==> src/rtl/id_stage_pipe_pkg.sv <==
// Shared decode constants, decoded-op payload and the instruction decode helper for id_stage_pipe.
package id_stage_pipe_pkg;

   localparam int unsigned INST_W   = 32;
   localparam int unsigned ALUOP_W  = 8;
   localparam int unsigned ALUSEL_W = 3;

   // Primary opcodes
   localparam logic [5:0] OP_SPECIAL  = 6'b000000;
   localparam logic [5:0] OP_SPECIAL2 = 6'b011100;
   localparam logic [5:0] OP_ADDI     = 6'b001000;
   localparam logic [5:0] OP_ADDIU    = 6'b001001;
   localparam logic [5:0] OP_SLTI     = 6'b001010;
   localparam logic [5:0] OP_SLTIU    = 6'b001011;
   localparam logic [5:0] OP_ANDI     = 6'b001100;
   localparam logic [5:0] OP_ORI      = 6'b001101;
   localparam logic [5:0] OP_XORI     = 6'b001110;
   localparam logic [5:0] OP_LUI      = 6'b001111;
   localparam logic [5:0] OP_PREF     = 6'b110011;

   // SPECIAL funct codes
   localparam logic [5:0] F_SLL   = 6'b000000;
   localparam logic [5:0] F_SRL   = 6'b000010;
   localparam logic [5:0] F_SRA   = 6'b000011;
   localparam logic [5:0] F_SLLV  = 6'b000100;
   localparam logic [5:0] F_SRLV  = 6'b000110;
   localparam logic [5:0] F_SRAV  = 6'b000111;
   localparam logic [5:0] F_MOVZ  = 6'b001010;
   localparam logic [5:0] F_MOVN  = 6'b001011;
   localparam logic [5:0] F_SYNC  = 6'b001111;
   localparam logic [5:0] F_MFHI  = 6'b010000;
   localparam logic [5:0] F_MTHI  = 6'b010001;
   localparam logic [5:0] F_MFLO  = 6'b010010;
   localparam logic [5:0] F_MTLO  = 6'b010011;
   localparam logic [5:0] F_MULT  = 6'b011000;
   localparam logic [5:0] F_MULTU = 6'b011001;
   localparam logic [5:0] F_ADD   = 6'b100000;
   localparam logic [5:0] F_ADDU  = 6'b100001;
   localparam logic [5:0] F_SUB   = 6'b100010;
   localparam logic [5:0] F_SUBU  = 6'b100011;
   localparam logic [5:0] F_AND   = 6'b100100;
   localparam logic [5:0] F_OR    = 6'b100101;
   localparam logic [5:0] F_XOR   = 6'b100110;
   localparam logic [5:0] F_NOR   = 6'b100111;
   localparam logic [5:0] F_SLT   = 6'b101010;
   localparam logic [5:0] F_SLTU  = 6'b101011;

   // SPECIAL2 funct codes
   localparam logic [5:0] F2_MUL = 6'b000010;
   localparam logic [5:0] F2_CLZ = 6'b100000;
   localparam logic [5:0] F2_CLO = 6'b100001;

   // ALU operation codes
   localparam logic [ALUOP_W-1:0] EXE_NOP_OP   = 8'b00000000;
   localparam logic [ALUOP_W-1:0] EXE_AND_OP   = 8'b00100100;
   localparam logic [ALUOP_W-1:0] EXE_OR_OP    = 8'b00100101;
   localparam logic [ALUOP_W-1:0] EXE_XOR_OP   = 8'b00100110;
   localparam logic [ALUOP_W-1:0] EXE_NOR_OP   = 8'b00100111;
   localparam logic [ALUOP_W-1:0] EXE_SLL_OP   = 8'b01111100;
   localparam logic [ALUOP_W-1:0] EXE_SRL_OP   = 8'b00000010;
   localparam logic [ALUOP_W-1:0] EXE_SRA_OP   = 8'b00000011;
   localparam logic [ALUOP_W-1:0] EXE_MOVZ_OP  = 8'b00001010;
   localparam logic [ALUOP_W-1:0] EXE_MOVN_OP  = 8'b00001011;
   localparam logic [ALUOP_W-1:0] EXE_MFHI_OP  = 8'b00010000;
   localparam logic [ALUOP_W-1:0] EXE_MTHI_OP  = 8'b00010001;
   localparam logic [ALUOP_W-1:0] EXE_MFLO_OP  = 8'b00010010;
   localparam logic [ALUOP_W-1:0] EXE_MTLO_OP  = 8'b00010011;
   localparam logic [ALUOP_W-1:0] EXE_SLT_OP   = 8'b00101010;
   localparam logic [ALUOP_W-1:0] EXE_SLTU_OP  = 8'b00101011;
   localparam logic [ALUOP_W-1:0] EXE_ADD_OP   = 8'b00100000;
   localparam logic [ALUOP_W-1:0] EXE_ADDU_OP  = 8'b00100001;
   localparam logic [ALUOP_W-1:0] EXE_SUB_OP   = 8'b00100010;
   localparam logic [ALUOP_W-1:0] EXE_SUBU_OP  = 8'b00100011;
   localparam logic [ALUOP_W-1:0] EXE_ADDI_OP  = 8'b01010101;
   localparam logic [ALUOP_W-1:0] EXE_ADDIU_OP = 8'b01010110;
   localparam logic [ALUOP_W-1:0] EXE_MULT_OP  = 8'b00011000;
   localparam logic [ALUOP_W-1:0] EXE_MULTU_OP = 8'b00011001;
   localparam logic [ALUOP_W-1:0] EXE_MUL_OP   = 8'b10101001;
   localparam logic [ALUOP_W-1:0] EXE_CLZ_OP   = 8'b10110000;
   localparam logic [ALUOP_W-1:0] EXE_CLO_OP   = 8'b10110001;

   // Result-select codes
   localparam logic [ALUSEL_W-1:0] EXE_RES_NOP        = 3'b000;
   localparam logic [ALUSEL_W-1:0] EXE_RES_LOGIC      = 3'b001;
   localparam logic [ALUSEL_W-1:0] EXE_RES_SHIFT      = 3'b010;
   localparam logic [ALUSEL_W-1:0] EXE_RES_MOVE       = 3'b011;
   localparam logic [ALUSEL_W-1:0] EXE_RES_ARITHMETIC = 3'b100;
   localparam logic [ALUSEL_W-1:0] EXE_RES_MUL        = 3'b101;

   typedef enum logic [2:0] {
      IMM_NONE,
      IMM_ZX,
      IMM_SX,
      IMM_LUI,
      IMM_SHAMT
   } imm_kind_e;

   typedef struct packed {
      logic                known;
      logic [ALUOP_W-1:0]  aluop;
      logic [ALUSEL_W-1:0] alusel;
      logic                re1;
      logic                re2;
      logic                wreg;
      logic                wd_rt;
      logic                movz;
      logic                movn;
      imm_kind_e           imm;
   } dec_t;

   function automatic dec_t mk_dec(input logic [ALUOP_W-1:0] aluop, input logic [ALUSEL_W-1:0] alusel,
                                   input logic re1, input logic re2, input logic wreg,
                                   input logic wd_rt, input imm_kind_e imm);
      dec_t d;
      d.known  = 1'b1;
      d.aluop  = aluop;
      d.alusel = alusel;
      d.re1    = re1;
      d.re2    = re2;
      d.wreg   = wreg;
      d.wd_rt  = wd_rt;
      d.movz   = 1'b0;
      d.movn   = 1'b0;
      d.imm    = imm;
      return d;
   endfunction

   // Unknown encodings fall out as a NOP with known=0.
   function automatic dec_t decode(input logic [INST_W-1:0] inst);
      dec_t d;
      d = mk_dec(EXE_NOP_OP, EXE_RES_NOP, 1'b0, 1'b0, 1'b0, 1'b0, IMM_NONE);
      d.known = 1'b0;
      case (inst[31:26])
         OP_SPECIAL: begin
            case (inst[5:0])
               F_AND:   d = mk_dec(EXE_AND_OP,  EXE_RES_LOGIC, 1'b1, 1'b1, 1'b1, 1'b0, IMM_NONE);
               F_OR:    d = mk_dec(EXE_OR_OP,   EXE_RES_LOGIC, 1'b1, 1'b1, 1'b1, 1'b0, IMM_NONE);
               F_XOR:   d = mk_dec(EXE_XOR_OP,  EXE_RES_LOGIC, 1'b1, 1'b1, 1'b1, 1'b0, IMM_NONE);
               F_NOR:   d = mk_dec(EXE_NOR_OP,  EXE_RES_LOGIC, 1'b1, 1'b1, 1'b1, 1'b0, IMM_NONE);
               F_SLLV:  d = mk_dec(EXE_SLL_OP,  EXE_RES_SHIFT, 1'b1, 1'b1, 1'b1, 1'b0, IMM_NONE);
               F_SRLV:  d = mk_dec(EXE_SRL_OP,  EXE_RES_SHIFT, 1'b1, 1'b1, 1'b1, 1'b0, IMM_NONE);
               F_SRAV:  d = mk_dec(EXE_SRA_OP,  EXE_RES_SHIFT, 1'b1, 1'b1, 1'b1, 1'b0, IMM_NONE);
               F_SLL:   if (inst[25:21] == 5'd0)
                           d = mk_dec(EXE_SLL_OP, EXE_RES_SHIFT, 1'b0, 1'b1, 1'b1, 1'b0, IMM_SHAMT);
               F_SRL:   if (inst[25:21] == 5'd0)
                           d = mk_dec(EXE_SRL_OP, EXE_RES_SHIFT, 1'b0, 1'b1, 1'b1, 1'b0, IMM_SHAMT);
               F_SRA:   if (inst[25:21] == 5'd0)
                           d = mk_dec(EXE_SRA_OP, EXE_RES_SHIFT, 1'b0, 1'b1, 1'b1, 1'b0, IMM_SHAMT);
               F_SYNC:  d = mk_dec(EXE_NOP_OP,  EXE_RES_NOP,  1'b0, 1'b0, 1'b0, 1'b0, IMM_NONE);
               F_MFHI:  d = mk_dec(EXE_MFHI_OP, EXE_RES_MOVE, 1'b0, 1'b0, 1'b1, 1'b0, IMM_NONE);
               F_MFLO:  d = mk_dec(EXE_MFLO_OP, EXE_RES_MOVE, 1'b0, 1'b0, 1'b1, 1'b0, IMM_NONE);
               F_MTHI:  d = mk_dec(EXE_MTHI_OP, EXE_RES_NOP,  1'b1, 1'b0, 1'b0, 1'b0, IMM_NONE);
               F_MTLO:  d = mk_dec(EXE_MTLO_OP, EXE_RES_NOP,  1'b1, 1'b0, 1'b0, 1'b0, IMM_NONE);
               F_MOVN: begin
                  d = mk_dec(EXE_MOVN_OP, EXE_RES_MOVE, 1'b1, 1'b1, 1'b1, 1'b0, IMM_NONE);
                  d.movn = 1'b1;
               end
               F_MOVZ: begin
                  d = mk_dec(EXE_MOVZ_OP, EXE_RES_MOVE, 1'b1, 1'b1, 1'b1, 1'b0, IMM_NONE);
                  d.movz = 1'b1;
               end
               F_SLT:   d = mk_dec(EXE_SLT_OP,   EXE_RES_ARITHMETIC, 1'b1, 1'b1, 1'b1, 1'b0, IMM_NONE);
               F_SLTU:  d = mk_dec(EXE_SLTU_OP,  EXE_RES_ARITHMETIC, 1'b1, 1'b1, 1'b1, 1'b0, IMM_NONE);
               F_ADD:   d = mk_dec(EXE_ADD_OP,   EXE_RES_ARITHMETIC, 1'b1, 1'b1, 1'b1, 1'b0, IMM_NONE);
               F_ADDU:  d = mk_dec(EXE_ADDU_OP,  EXE_RES_ARITHMETIC, 1'b1, 1'b1, 1'b1, 1'b0, IMM_NONE);
               F_SUB:   d = mk_dec(EXE_SUB_OP,   EXE_RES_ARITHMETIC, 1'b1, 1'b1, 1'b1, 1'b0, IMM_NONE);
               F_SUBU:  d = mk_dec(EXE_SUBU_OP,  EXE_RES_ARITHMETIC, 1'b1, 1'b1, 1'b1, 1'b0, IMM_NONE);
               F_MULT:  d = mk_dec(EXE_MULT_OP,  EXE_RES_NOP, 1'b1, 1'b1, 1'b0, 1'b0, IMM_NONE);
               F_MULTU: d = mk_dec(EXE_MULTU_OP, EXE_RES_NOP, 1'b1, 1'b1, 1'b0, 1'b0, IMM_NONE);
               default: ;
            endcase
         end
         OP_SPECIAL2: begin
            case (inst[5:0])
               F2_CLZ:  d = mk_dec(EXE_CLZ_OP, EXE_RES_ARITHMETIC, 1'b1, 1'b0, 1'b1, 1'b0, IMM_NONE);
               F2_CLO:  d = mk_dec(EXE_CLO_OP, EXE_RES_ARITHMETIC, 1'b1, 1'b0, 1'b1, 1'b0, IMM_NONE);
               F2_MUL:  d = mk_dec(EXE_MUL_OP, EXE_RES_MUL,        1'b1, 1'b1, 1'b1, 1'b0, IMM_NONE);
               default: ;
            endcase
         end
         OP_ORI:   d = mk_dec(EXE_OR_OP,    EXE_RES_LOGIC,      1'b1, 1'b0, 1'b1, 1'b1, IMM_ZX);
         OP_ANDI:  d = mk_dec(EXE_AND_OP,   EXE_RES_LOGIC,      1'b1, 1'b0, 1'b1, 1'b1, IMM_ZX);
         OP_XORI:  d = mk_dec(EXE_XOR_OP,   EXE_RES_LOGIC,      1'b1, 1'b0, 1'b1, 1'b1, IMM_ZX);
         OP_LUI:   d = mk_dec(EXE_OR_OP,    EXE_RES_LOGIC,      1'b0, 1'b0, 1'b1, 1'b1, IMM_LUI);
         OP_ADDI:  d = mk_dec(EXE_ADDI_OP,  EXE_RES_ARITHMETIC, 1'b1, 1'b0, 1'b1, 1'b1, IMM_SX);
         OP_ADDIU: d = mk_dec(EXE_ADDIU_OP, EXE_RES_ARITHMETIC, 1'b1, 1'b0, 1'b1, 1'b1, IMM_SX);
         OP_SLTI:  d = mk_dec(EXE_SLT_OP,   EXE_RES_ARITHMETIC, 1'b1, 1'b0, 1'b1, 1'b1, IMM_SX);
         OP_SLTIU: d = mk_dec(EXE_SLTU_OP,  EXE_RES_ARITHMETIC, 1'b1, 1'b0, 1'b1, 1'b1, IMM_SX);
         OP_PREF:  d = mk_dec(EXE_NOP_OP,   EXE_RES_NOP,        1'b0, 1'b0, 1'b0, 1'b0, IMM_NONE);
         default: ;
      endcase
      return d;
   endfunction

endpackage

==> src/rtl/id_stage_pipe_fwd_mux.sv <==
// Per-read-port operand resolver: $0 -> 0, youngest matching forwarding source, else register file.
module id_fwd_mux #(
   parameter int unsigned DATA_W = 32,
   parameter int unsigned REG_AW = 5,
   parameter int unsigned FWD_N  = 2
) (
   input  logic                     i_en,
   input  logic [REG_AW-1:0]        i_addr,
   input  logic [DATA_W-1:0]        i_rf_rdata,
   input  logic [FWD_N-1:0]         i_fwd_wreg,
   input  logic [FWD_N*REG_AW-1:0]  i_fwd_wd,
   input  logic [FWD_N*DATA_W-1:0]  i_fwd_wdata,
   input  logic [FWD_N-1:0]         i_fwd_pend,
   output logic [DATA_W-1:0]        o_value_c,
   output logic                     o_pend_hit_c
);

   logic w_hit;

   // Lowest index hit wins; a port that is unused or reads $0 never forwards nor stalls.
   always_comb begin
      w_hit        = 1'b0;
      o_value_c    = i_rf_rdata;
      o_pend_hit_c = 1'b0;
      for (int i = 0; i < int'(FWD_N); i++) begin
         if (!w_hit && i_fwd_wreg[i] && (i_fwd_wd[i*REG_AW +: REG_AW] == i_addr)) begin
            w_hit        = 1'b1;
            o_value_c    = i_fwd_wdata[i*DATA_W +: DATA_W];
            o_pend_hit_c = i_fwd_pend[i];
         end
      end
      if (!i_en || (i_addr == '0)) begin
         o_value_c    = '0;
         o_pend_hit_c = 1'b0;
      end
   end

endmodule

==> src/rtl/id_stage_pipe.sv <==
// Registered MIPS decode stage with operand forwarding, load-use stall and valid/ready handshakes.
// Optional ID_RI_EXCP_EN adds out_excp_ri flagging undecodable instructions.
module id_stage_pipe
   import id_stage_pipe_pkg::*;
#(
   parameter int unsigned DATA_W = 32,
   parameter int unsigned REG_AW = 5,
   parameter int unsigned FWD_N  = 2,
   parameter int unsigned CNT_W  = 16
) (
   input  logic                     clk,
   input  logic                     rst,
   input  logic                     flush,
   input  logic                     in_valid,
   output logic                     in_ready,
   input  logic [DATA_W-1:0]        in_pc,
   input  logic [INST_W-1:0]        in_inst,
   output logic [REG_AW-1:0]        rf_raddr1,
   output logic [REG_AW-1:0]        rf_raddr2,
   input  logic [DATA_W-1:0]        rf_rdata1,
   input  logic [DATA_W-1:0]        rf_rdata2,
   input  logic [FWD_N-1:0]         fwd_wreg,
   input  logic [FWD_N*REG_AW-1:0]  fwd_wd,
   input  logic [FWD_N*DATA_W-1:0]  fwd_wdata,
   input  logic [FWD_N-1:0]         fwd_pend,
   output logic                     out_valid,
   input  logic                     out_ready,
   output logic [DATA_W-1:0]        out_pc,
   output logic [ALUOP_W-1:0]       out_aluop,
   output logic [ALUSEL_W-1:0]      out_alusel,
   output logic [DATA_W-1:0]        out_reg1,
   output logic [DATA_W-1:0]        out_reg2,
   output logic [REG_AW-1:0]        out_wd,
   output logic                     out_wreg,
   output logic [CNT_W-1:0]         stall_cnt
`ifdef ID_RI_EXCP_EN
   ,output logic                    out_excp_ri
`endif
);

   dec_t                w_dec;
   logic [DATA_W-1:0]   w_val1;
   logic [DATA_W-1:0]   w_val2;
   logic                w_pend1;
   logic                w_pend2;
   logic                w_hazard;
   logic                w_accept;
   logic [DATA_W-1:0]   w_imm;
   logic [DATA_W-1:0]   w_reg1;
   logic [DATA_W-1:0]   w_reg2;
   logic [REG_AW-1:0]   w_wd;
   logic                w_wreg;

   logic                r_out_valid;
   logic [DATA_W-1:0]   r_out_pc;
   logic [ALUOP_W-1:0]  r_out_aluop;
   logic [ALUSEL_W-1:0] r_out_alusel;
   logic [DATA_W-1:0]   r_out_reg1;
   logic [DATA_W-1:0]   r_out_reg2;
   logic [REG_AW-1:0]   r_out_wd;
   logic                r_out_wreg;
   logic [CNT_W-1:0]    r_stall_cnt;

   assign w_dec     = decode(in_inst);
   assign rf_raddr1 = REG_AW'(in_inst[25:21]);
   assign rf_raddr2 = REG_AW'(in_inst[20:16]);

   id_fwd_mux #(.DATA_W(DATA_W), .REG_AW(REG_AW), .FWD_N(FWD_N)) u_fwd_rs (
      .i_en         (w_dec.re1),
      .i_addr       (rf_raddr1),
      .i_rf_rdata   (rf_rdata1),
      .i_fwd_wreg   (fwd_wreg),
      .i_fwd_wd     (fwd_wd),
      .i_fwd_wdata  (fwd_wdata),
      .i_fwd_pend   (fwd_pend),
      .o_value_c    (w_val1),
      .o_pend_hit_c (w_pend1)
   );

   id_fwd_mux #(.DATA_W(DATA_W), .REG_AW(REG_AW), .FWD_N(FWD_N)) u_fwd_rt (
      .i_en         (w_dec.re2),
      .i_addr       (rf_raddr2),
      .i_rf_rdata   (rf_rdata2),
      .i_fwd_wreg   (fwd_wreg),
      .i_fwd_wd     (fwd_wd),
      .i_fwd_wdata  (fwd_wdata),
      .i_fwd_pend   (fwd_pend),
      .o_value_c    (w_val2),
      .o_pend_hit_c (w_pend2)
   );

   assign w_hazard = w_pend1 | w_pend2;
   assign in_ready = rst & ~flush & ~w_hazard & (~r_out_valid | out_ready);
   assign w_accept = in_valid & in_ready;

   // Immediate / shift-amount operand selection
   always_comb begin
      w_imm = '0;
      case (w_dec.imm)
         IMM_ZX:    w_imm = DATA_W'(in_inst[15:0]);
         IMM_SX:    w_imm = {{(DATA_W-16){in_inst[15]}}, in_inst[15:0]};
         IMM_LUI:   w_imm = DATA_W'({in_inst[15:0], 16'h0000});
         IMM_SHAMT: w_imm = DATA_W'(in_inst[10:6]);
         default:   w_imm = '0;
      endcase
   end

   assign w_reg1 = (w_dec.imm == IMM_SHAMT) ? w_imm : w_val1;
   assign w_reg2 = w_dec.re2 ? w_val2 : ((w_dec.imm == IMM_SHAMT) ? '0 : w_imm);
   assign w_wd   = !w_dec.wreg ? '0 : (w_dec.wd_rt ? REG_AW'(in_inst[20:16]) : REG_AW'(in_inst[15:11]));

   // Conditional moves resolve their write enable from the forwarded rt value.
   assign w_wreg = w_dec.known & w_dec.wreg
                 & ~(w_dec.movz & (w_reg2 != '0))
                 & ~(w_dec.movn & (w_reg2 == '0));

`ifdef ID_RI_EXCP_EN
   logic r_out_excp_ri;
`endif

   always_ff @(posedge clk) begin
      if (!rst) begin
         r_out_valid  <= 1'b0;
         r_out_pc     <= '0;
         r_out_aluop  <= EXE_NOP_OP;
         r_out_alusel <= EXE_RES_NOP;
         r_out_reg1   <= '0;
         r_out_reg2   <= '0;
         r_out_wd     <= '0;
         r_out_wreg   <= 1'b0;
`ifdef ID_RI_EXCP_EN
         r_out_excp_ri <= 1'b0;
`endif
      end else if (flush) begin
         r_out_valid <= 1'b0;
      end else if (w_accept) begin
         r_out_valid  <= 1'b1;
         r_out_pc     <= in_pc;
         r_out_aluop  <= w_dec.aluop;
         r_out_alusel <= w_dec.alusel;
         r_out_reg1   <= w_reg1;
         r_out_reg2   <= w_reg2;
         r_out_wd     <= w_wd;
         r_out_wreg   <= w_wreg;
`ifdef ID_RI_EXCP_EN
         r_out_excp_ri <= ~w_dec.known;
`endif
      end else if (out_ready) begin
         r_out_valid <= 1'b0;
      end
   end

   // Saturating count of cycles an offered instruction is held back by a hazard
   always_ff @(posedge clk) begin
      if (!rst) begin
         r_stall_cnt <= '0;
      end else if (in_valid && w_hazard && !flush && !(&r_stall_cnt)) begin
         r_stall_cnt <= r_stall_cnt + CNT_W'(1);
      end
   end

   assign out_valid  = r_out_valid;
   assign out_pc     = r_out_pc;
   assign out_aluop  = r_out_aluop;
   assign out_alusel = r_out_alusel;
   assign out_reg1   = r_out_reg1;
   assign out_reg2   = r_out_reg2;
   assign out_wd     = r_out_wd;
   assign out_wreg   = r_out_wreg;
   assign stall_cnt  = r_stall_cnt;
`ifdef ID_RI_EXCP_EN
   assign out_excp_ri = r_out_excp_ri;
`endif

endmodule

==> config.mk <==
export PLATFORM = sky130hd
export DESIGN_NAME = id_stage_pipe
export DESIGN_NICKNAME = d
export VERILOG_FILES = /design/src/rtl/id_stage_pipe_pkg.sv /design/src/rtl/id_stage_pipe_fwd_mux.sv /design/src/rtl/id_stage_pipe.sv
export SDC_FILE = /design/constraint.sdc
export NUM_CORES = 1
export LEC_CHECK = 0
export ABC_AREA = 1
export CAP_MARGIN = 0
export CORE_MARGIN = 8
export CORE_UTILIZATION = 50
export CTS_CLUSTER_DIAMETER = 100
export CTS_CLUSTER_SIZE = 16
export DETAILED_ROUTE_END_ITERATION = 6
export DONT_BUFFER_PORTS = 1
export GPL_ROUTABILITY_DRIVEN = 0
export PLACE_DENSITY = 0.68
export SLEW_MARGIN = 20
export SYNTH_ARGS = -nofsm -noshare
export SYNTH_HDL_FRONTEND = slang
export SYNTH_HIERARCHICAL = 1
export SYNTH_SLANG_ARGS = --single-unit
==> constraint.sdc <==
create_clock -name clk -period 3.27 [get_ports clk]
set_clock_uncertainty 0.15 [all_clocks]
set_input_delay 0.654 -clock clk [delete_from_list [all_inputs] [get_ports clk]]
set_output_delay 0.654 -clock clk [all_outputs]
set_load 0.01 [all_outputs]
==> results_dict.tcl <==
set metrics [dict create \
    drcViolationCount 4 \
    drt_wl_total_mm 36.7 \
    die_h_microns 149 \
    cts_tree "done" \
    stdcell_count 1700 \
    utilization_pct 57.6 \
    ctsHoldBuffers 0 \
    yosysSeqAreaShare_pct 29.3 \
    fmax_mhz 322 \
    drt_iter0_drc 1040 \
    grt_pass1_wl_mm 54.5 \
    cp.arrival_ps 2300 \
    post_drt_wl_per_cell_microns 21.6 \
    p_leak_nw 4.62 \
    powerDensity_nw_per_um2 422 \
    synthAdderAreaFrac_pct 0.141 \
    synth-compound-area-share_pct 17.9 \
    vias 10100 \
    final-max-slew-violation-count 0 \
    clkTransAtPathRegs_ps 70 \
    yosysTopAreaCell "dfxtp_1" \
    worstPathRequired_ps 2470 \
    async_flop_share_pct 0 \
    dpl_worst_slack_ps -133 \
    end_kind "output pin" \
    crit_chain "inv_1 -> nor2_2 -> nand3_1 -> nand2_2 -> nor4_2 -> buf_4 -> o2111ai_2 -> o21ai_2 -> a21oi_2 -> nor3_1 -> nand2_1 -> inv_1" \
    die_x_microns 149 \
    start_kind "input pin" \
    placed_cells 1668 \
    finalHoldViolations 0 \
    synth_ff_type "dfxtp_1" \
    antennaDiodeCount 0 \
    antenna_found_initial 0 \
    final-setup-viol-count 0 \
    ir_worst_vdd_mv 0.345 \
    critical-path-max-stage-delay_ps 280 \
    drtAntennaViolNets 0 \
    ys_top_cells_by_area "dfxtp_1, nand2_1, a21oi_1" \
    core.rowCount 48 \
    synth.area.mux_share_pct 0 \
    globalRouteOverflowTotal 0 \
    cts_sinks 130 \
    firstDrtPassIters 7 \
    fin_ws_ps 163 \
    synth_nets 1668 \
    synth_top_family_by_area "simple AND/OR/NAND/NOR gates" \
    worstSetupPathType "in -> out" \
    grt_use_total_pct 31.4 \
    synth_warnings 6 \
    synth_area_sq_um 8880 \
    fin_nets 1674 \
    cts_root_buffer "clkbuf_16" \
    h-tree-depth 4 \
    synthXorXnorAreaFrac_pct 0.296 \
    max_slew_margin_pct 51.7 \
    fin_crit_sh_pct 95.0 \
    post-cts-setup-buffers 0 \
    cts_buffers 17 \
    core_sq_um 17400 \
    clock_latency_ps 420 \
    die_area_sq_um 22300 \
    regArea_sq_um 2600 \
    viasPerCell 5.92 \
    worstMarginPinSlew_ps 724 \
    final_area_sq_um 9990 \
    io_pins 352 \
    syn_to_final_growth_pct 12.6 \
    max_cap_violations 0 \
    syn_inst 1456 \
    critPathSlowestCell "nor4_2" \
    clockBufferDepth 2 \
    cpMostUsedCell "inv_1" \
    multi_input_area_sq_um 5280 \
    rsz0062_at_grt "yes" \
    hpwl_mm 28.3 \
    drive_gt1_share_pct 13.8 \
    synth-edff-count 0 \
    status "finished, violations left" \
    dpl_cell_area_sq_um 9360 \
    synth_seq_cells 130 \
    hp-class "in -> reg" \
    grt_pass1_vias 9206 \
    crit_path_max_fanout 6 \
    cts.repair.resized 0 \
    grt_max_degree 80 \
    num-fill-cells 1765 \
    synth_cell_types 40 \
    violations "design-rule violations" \
    synth_area_per_cell_sq_um 6.10 \
    fin_crit_ps 3110 \
    io_buffers 0 \
    synthSimpleGateAreaFrac_pct 40.5 \
    yosysTopAreaCellShare_pct 29.3 \
    start_util_pct 51.1 \
]
## synth_stat cells, types with 3 or more instances
library cell,count
buf_4,18
inv_2,15
nor2_4,6
inv_1,111
nand2_2,6
nand2_1,443
nand3_1,98
a21oi_1,131
buf_6,8
o2111ai_1,3
nor2_1,122
o21ai_0,76
nand4_1,80
buf_2,43
nor2_2,19
clkbuf_1,37
a21boi_1,11
nand3_2,5
o211ai_1,38
nor3b_1,3
a21boi_0,3
nor4_1,5
nor3_1,16
xor2_1,3
a21oi_2,8
dfxtp_1,130
## path summary, 6_finish.rpt
kind / from / end / slack [ps] / depth (start not counted)
worst max-delay path: in_inst[5] / in_ready / 160 / 12
worst min-delay path: rst / out_reg1[1] / 210 / 2
worst max register to register: stall_cnt[0] / stall_cnt[13] / 940 / 13
worst min register to register: out_reg1[7] / out_reg1[7] / 360 / 2
## registers in the layout, indices dropped and copies added, names as in the netlist
name        cells
out_wd          5
out_aluop       8
out_valid       1
out_reg1       32
out_pc         32
out_wreg        1
out_reg2       32
stall_cnt      16
out_alusel      3
## stage by stage
step	setup TNS, ps	power, mW	hold slack [ps]
2_1_floorplan	0	2.12	340
3_3_place_gp	-13.6	2.25	355
3_5_place_dp	-474	2.26	358
4_1_cts	0	4.23	184
5_1_grt	-21.1	4.37	196
6_report	0	4.21	211
## metal layers
layer / share of wire [%] / GRT usage, % / wire length (microns) / vias to the layer above
met5: 0 / 0 / 0 / -
met4: 2.2 / 8.88 / 818 / 0
met3: 13 / 10.3 / 4830 / 68
met2: 48 / 52.7 / 17500 / 622
met1: 37 / 37.4 / 13600 / 4562
li1: - / - / - / 4819
## worst max-delay path: cells and delay by family
kind / cells / cell delay (ps)
and+or+nand+nor: 6 / 960
AOI/OAI and AO/OA: 3 / 300
buffers and inverters: 3 / 390
## logic make-up (layout without fill, tap and decap cells)
group           count (synthesis)  after routing
simple gates                  811            811
compound gates                279            279
buf+inv                       232            251
flops                         130            130
xor+xnor                        3              3
fa+ha+maj                       1              1
## cells in the final DEF, fill, tap and decap left out, types with 2 or more instances in the layout
cell type | synthesis | final
a21boi_1 | 11 | 11
inv_1 | 111 | 111
nor3_1 | 16 | 13
a21boi_0 | 3 | 3
nand3_2 | 5 | 5
nand2_1 | 443 | 442
nor4_1 | 5 | 4
o21ai_2 | 1 | 3
bufinv_16 | 0 | 2
xor2_1 | 3 | 3
nor3_2 | 0 | 3
o21ai_0 | 76 | 76
buf_12 | 0 | 4
inv_6 | 0 | 3
clkbuf_8 | 0 | 2
nor2_2 | 19 | 21
nand2_2 | 6 | 7
buf_4 | 18 | 89
a21oi_2 | 8 | 9
nand3_1 | 98 | 98
o211ai_1 | 38 | 38
nor2_1 | 122 | 118
nor3b_1 | 3 | 3
a21oi_1 | 131 | 130
or2_2 | 2 | 2
inv_2 | 15 | 15
nand2_4 | 2 | 2
and3_1 | 2 | 2
nor2_4 | 6 | 8
clkinv_4 | 0 | 3
inv_8 | 0 | 2
clkbuf_16 | 0 | 17
dfxtp_1 | 130 | 130
nand4_1 | 80 | 80
o2111ai_1 | 3 | 2
## where the power goes
group	switching [mW]	internal [mW]
registers	0.0631	1.63
clock network	0.794	1.18
logic	0.352	0.186
## final cells by class
class	count	share of cell area (%)
clock buffer	20	4.57
clock inverter	12	1.48
timing repair buffer	93	7.49
tap	225	2.82
multi-input combinational	1094	52.9
inverter	126	4.73
sequential	130	26.0
(Power assumes the default switching activity.)
